**src/rtl/pc_pkg.sv**
```systemverilog
// Shared definitions for the program-counter sequencer and the branch
// decision logic: reset/halt defaults, jump selection encoding, operand
// latch layout and small address helpers.
package pc_pkg;

  localparam logic [31:0] RESET_VECTOR_DEFAULT = 32'hBFC0_0000;
  localparam logic [31:0] HALT_ADDR_DEFAULT    = 32'h0000_0000;
  localparam logic [31:0] PC_STEP              = 32'd4;
  localparam logic [31:0] LINK_STEP            = 32'd8;

  // Redirect kind produced by the branch decision logic one instruction late.
  typedef enum logic [1:0] {
    JS_NONE = 2'b00,
    JS_ABS  = 2'b01,
    JS_PAGE = 2'b10,
    JS_REL  = 2'b11
  } jump_sel_t;

  // Branch operands captured when the branch itself executes.
  typedef struct packed {
    logic [31:0] pc4;
    logic [31:0] rs;
    logic [25:0] index;
  } op_latch_t;

  // Word alignment test on a fetch address.
  function automatic logic is_word_misaligned(input logic [31:0] addr);
    return (addr[1:0] != 2'b00);
  endfunction

  // Sign-extended, word-scaled 16-bit branch displacement.
  function automatic logic [31:0] rel_offset(input logic [15:0] imm);
    return {{14{imm[15]}}, imm, 2'b00};
  endfunction

endpackage

```
**src/rtl/pc_target_calc.sv**
```systemverilog
// Combinational branch target generation from the captured operands.
module pc_target_calc
  import pc_pkg::*;
(
  input  op_latch_t   i_latch,
  input  jump_sel_t   i_sel,
  output logic [31:0] o_target,
  output logic        o_misaligned
);

  logic [31:0] w_target;

  // Select the redirect address for the pending jump kind.
  always_comb begin
    w_target = 32'h0000_0000;
    case (i_sel)
      JS_ABS:  w_target = i_latch.rs;
      JS_PAGE: w_target = {i_latch.pc4[31:28], i_latch.index, 2'b00};
      JS_REL:  w_target = i_latch.pc4 + rel_offset(i_latch.index[15:0]);
      JS_NONE: w_target = 32'h0000_0000;
      default: w_target = 32'h0000_0000;
    endcase
  end

  assign o_target     = w_target;
  assign o_misaligned = is_word_misaligned(w_target);

endmodule

```
**src/rtl/pc_sequencer.sv**
```systemverilog
// Program-counter owner: holds the architectural PC, latches branch
// operands at the branch's own EXEC edge and applies the redirect at the
// end of the delay slot. A redirect to HALT_ADDR stops the core.
module pc_sequencer
  import pc_pkg::*;
#(
  parameter logic [31:0] RESET_VECTOR = RESET_VECTOR_DEFAULT,
  parameter logic [31:0] HALT_ADDR    = HALT_ADDR_DEFAULT
) (
  input  logic        clk,
  input  logic        reset,
  input  logic        state,
  input  logic [1:0]  jump_addr_selection,
  input  logic [31:0] instruction_word,
  input  logic [31:0] rs_data,
  output logic [31:0] pc,
  output logic [31:0] pc_plus8,
  output logic        delay_slot,
  output logic        active,
  output logic        pc_misaligned
);

  logic [31:0] r_pc;
  logic        r_active;
  logic        r_misaligned;
  op_latch_t   r_latch;

  jump_sel_t   w_sel;
  logic        w_redirect;
  logic        w_exec_live;
  logic [31:0] w_target;
  logic        w_target_mis;
  logic        w_unused_opcode;

  assign w_sel       = jump_sel_t'(jump_addr_selection);
  assign w_redirect  = (w_sel != JS_NONE);
  assign w_exec_live = state & r_active;

  // Opcode bits are decoded upstream; only the index field is kept here.
  assign w_unused_opcode = ^instruction_word[31:26];

  pc_target_calc u_target (
    .i_latch      (r_latch),
    .i_sel        (w_sel),
    .o_target     (w_target),
    .o_misaligned (w_target_mis)
  );

  // PC, operand latch, run flag and misalignment pulse; the selection seen
  // here is the pre-edge value, so a branch's operands land on the same edge
  // its selection is produced upstream, and the latch stays frozen while the
  // redirect is pending.
  always_ff @(posedge clk) begin
    if (reset) begin
      r_pc         <= RESET_VECTOR;
      r_active     <= 1'b1;
      r_misaligned <= 1'b0;
      r_latch      <= '0;
    end else begin
      r_misaligned <= 1'b0;
      if (w_exec_live) begin
        if (w_redirect) begin
          r_pc         <= w_target;
          r_misaligned <= w_target_mis;
          if (w_target == HALT_ADDR) begin
            r_active <= 1'b0;
          end
        end else begin
          r_pc          <= r_pc + PC_STEP;
          r_latch.pc4   <= r_pc + PC_STEP;
          r_latch.rs    <= rs_data;
          r_latch.index <= instruction_word[25:0];
        end
      end
    end
  end

  assign pc            = r_pc;
  assign pc_plus8      = r_pc + LINK_STEP;
  assign delay_slot    = w_redirect;
  assign active        = r_active;
  assign pc_misaligned = r_misaligned;

endmodule

```
**config.mk**
```make
export PLATFORM = sky130hd
export DESIGN_NAME = pc_sequencer
export DESIGN_NICKNAME = d
export VERILOG_FILES = /design/src/rtl/pc_pkg.sv /design/src/rtl/pc_target_calc.sv /design/src/rtl/pc_sequencer.sv
export SDC_FILE = /design/constraint.sdc
export NUM_CORES = 1
export LEC_CHECK = 0
export CAP_MARGIN = 10
export CORE_UTILIZATION = 59
export DETAILED_ROUTE_END_ITERATION = 8
export GPL_TIMING_DRIVEN = 1
export PLACE_DENSITY = 0.87
export SLEW_MARGIN = 20
export SYNTH_ARGS = -nofsm -noshare
export SYNTH_HDL_FRONTEND = slang
export SYNTH_HIERARCHICAL = 1
export SYNTH_SLANG_ARGS = --single-unit
```
**constraint.sdc**
```tcl
create_clock -name clk -period 10.8 [get_ports clk]
set_clock_uncertainty 0.2 [all_clocks]
set_input_delay 2.16 -clock clk [delete_from_list [all_inputs] [get_ports clk]]
set_output_delay 2.16 -clock clk [all_outputs]
set_load 0.01 [all_outputs]
```
==> metrics.md <==
| Metric | Value |
|---|---|
| Post-CTS sizing | 0 |
| Part of the power in combinational logic | 15.3% |
| Syn_nets | around 1200 |
| Net load switching power | roughly 340 uW |
| Max cap viols | 0 |
| Fill cells | about 1100 |
| IO Port Bufs | 129 |
| YS warnings | 6 |
| Pint | 952.0 uW |
| Full die area | between 10000 and 15000 um^2 |
| Initial antenna violation count | 0 |
| Ant. Diodes | 0 |
| Sequential share of power | about two fifths |
| DR vias/cell | approximately 6.2 |
| Worst slew margin | 27.58% |
| CTS tree | built |
| DRT iter0 DRCs | 760 |
| Syn Inst Count | 1092 |
| Crit-path max FO | 37 |
| Final hold vios | 0 |
| Setup-failing EPs final | 0 |
| Largest net degree at the start of global routing | 115 |
| Minimum clock period | 6370 ps |
| HP Class | reg -> reg |
| Boundary pin count | between 100 and 150 |
| Top cells by area, synth | dfxtp_1, nand2_1, a21oi_1 |
| FP Rows | 43 |
| Clock H-tree levels | 4 |
| Crit path DAT | 4010 ps |
| Routed len/inst | 17.62 um |
| Layout Area Growth over Synthesis | 20.90% |
| Switching share of power | 26.44% |
| Share of cells above drive strength 1 | under 10% |
| R2R Setup Slk | 6500 ps |
| Final estimated routing congestion in global placement | 0.9268 |
| Core area | 13830 um^2 |
| Clock buffer depth | 2 |
| Setup TNS | 0 ps |
| Most common cell in the netlist | nand2_1 |
| Lkg Pwr | 3.747 nW |
| Initial Util | between 60% and 70% |
| Worst skew pair latency | 430 ps |
| Post-synth top area cell | dfxtp_1 |
| FF+latch count, synth | 124 |
| Post-Syn Area per Cell | 7.642 um^2 |
| CTS root buf | clkbuf_16 |
| Synth cell types | 80 |
| Outcome | finished, final reports clean |
| Top cell type's share of synthesized area | between 20% and 30% |
| # DRC | 0 |
| FF/Latch Area | 2482 um^2 |
| Setup repair bufs after CTS | 0 |
| Reg clk slew, reported paths | 50 ps |
| Final wirelength | 23.81 mm |
| Drt pass-1 iters | 5 |
| Fmax | 157.0 MHz |
| CP Launch Type | input pin |
| Crit path max-delay family | buffers and inverters |
| CP max stage delay | 540 ps |
| Vias in the first global route | 7958 |
| Worst vdd ir | between 0.1 and 0.15 mV |
| CP Capture Type | primary output |
| Hold buffers post-CTS | 0 |
| Detail Route Antenna Nets | 0 |
| Most frequent cells after synthesis | nand2_1, dfxtp_1, a21oi_1 |
| Sequential share of the synthesized area | between 20% and 30% |
| Multi-input gate area | 5349 um^2 |
| Cell chain of the critical path | clkdlybuf4s50_1, buf_4, nor2_1, buf_4, clkinv_1, clkdlybuf4s50_1 |
| Buf+Inv Stages, Crit Path | 5 |
| Crit Path Category | in -> out |
| Power per Cell Area | 128.3 nW/um^2 |
| Clock Power Share | 45.7% |
| Pins over their slew limit | 0 |
| Routed vias | 8380 |
| Layout Nets | about 1300 |
| GRT overflow | 0 |
| Tot GR Track Use | between 30% and 40% |
| Clock sink count | 124 |
| RSZ-0062 raised after global routing | false |
| Worst Path Required | 8440 ps |
| Async set-or-reset flop fraction in the synthesized netlist | 0% |
| Top FF cell, synth | dfxtp_1 |
| Slew of the pin with the lowest slew margin | about 1100 ps |
| DP Wirelength | ~16 mm |
| First-pass GRT wire length | 38.54 mm |
| Num CTS Buffers | 17 |
| Final core utilization | 72.97% |
| Die Span Y | approximately 120 um |
| Post-synth EDFFs | 0 |
| Mapped Area | 8346 um^2 |
| Final worst path period share | 58.98% |
| Die width | 120.9 um |
| Slowest-stage cell, CP | clkdlybuf4s50_1 |
## flip-flops by register name, summed over array words and instances, names as in the netlist
| register | cells |
|---|---|
| r_latch | 90 |
| pc | 32 |
| active | 1 |
| pc_misaligned | 1 |
## power groups by stage
stage	Sequential (mW)	Combinational, mW	Clock, mW
finish	0.505	0.198	0.591
global placement	0.513	0.191	0
detailed placement	0.514	0.194	0
global route	0.507	0.216	0.614
floorplan	0.500	0.131	0
CTS	0.504	0.196	0.594
## cells by family after synthesis
family | count (synthesis) | synth area share [%]
AOI/OAI and AO/OA | 310 | 23.69
and+or+nand+nor | 428 | 25.47
adders and majority gates | 33 | 5.037
DFF | 124 | 29.75
buffers and inverters | 108 | 6.282
xor gates and xnor gates | 72 | 7.556
muxes | 17 | 2.219
## layer usage
metal / track usage (%) / share of wire (%) / vias to the layer above
li1: - / - / 4024
met1: 38.91 / 40 / 3938
met2: 58.07 / 50 / 330
met3: 6.438 / 5.6 / 88
met4: 18.75 / 4.8 / 0
met5: 0 / 0 / -
## worst min-delay path, delay by kind of cell (launching register included)
family	cells	cell delay (ps)
AND/OR/NAND/NOR	1	50
flip-flops	1	300
AO/OA/AOI/OAI	1	50
## final timing paths
path | depth (start not counted) | end | from
worst max-delay path | 6 | delay_slot | jump_addr_selection[1]
worst max register to register | 14 | active | r_latch[15]
worst min-delay path | 2 | r_latch[31] | r_latch[31]
worst min register to register | 2 | r_latch[31] | r_latch[31]
## area by class of cell
| type | instances | share of cell area (%) |
|---|---|---|
| Clock buffer | 28 | 5.320 |
| Sequential cell | 124 | 24.60 |
| Inverter | 16 | 0.5952 |
| Tap cell | 180 | 2.232 |
| Timing Repair Buffer | 139 | 13.49 |
| Multi-Input combinational cell | 860 | 53.01 |
| Clock inverter | 4 | 0.7440 |
## per-stage QoR
stage	hold slack, ps	instances	cell area, um^2	setup slack (ps)	total power, mW
after floorplan	233.8	1092	8346	5478	0.6306
after global placement	244.1	1319	9478	4470	0.7035
after detailed placement	247.7	1319	9478	4452	0.7077
after CTS	255.6	1351	10090	4443	1.294
after global routing	271.5	1351	10090	4362	1.338
final	255.3	1351	10090	4430	1.294
## cell usage in the layout (no fill, tap or decap), types with 9 or more instances in the layout
cell             count
nand2_1            194
clkdlybuf4s50_1    128
dfxtp_1            124
a21oi_1            115
nor2_1              80
o21ai_0             53
xnor2_1             50
ha_1                32
nand3_1             29
nand4_1             23
xor2_1              22
nor3_1              19
a22o_1              19
a22oi_1             17
clkbuf_16           17
a211oi_1            16
inv_1               14
nor4_1              14
mux2_2              12
a21o_1              11
a31oi_1             11
buf_4               10
and3_1               9
o31ai_1              9
Note: power is estimated with default switching activity, not from simulation.
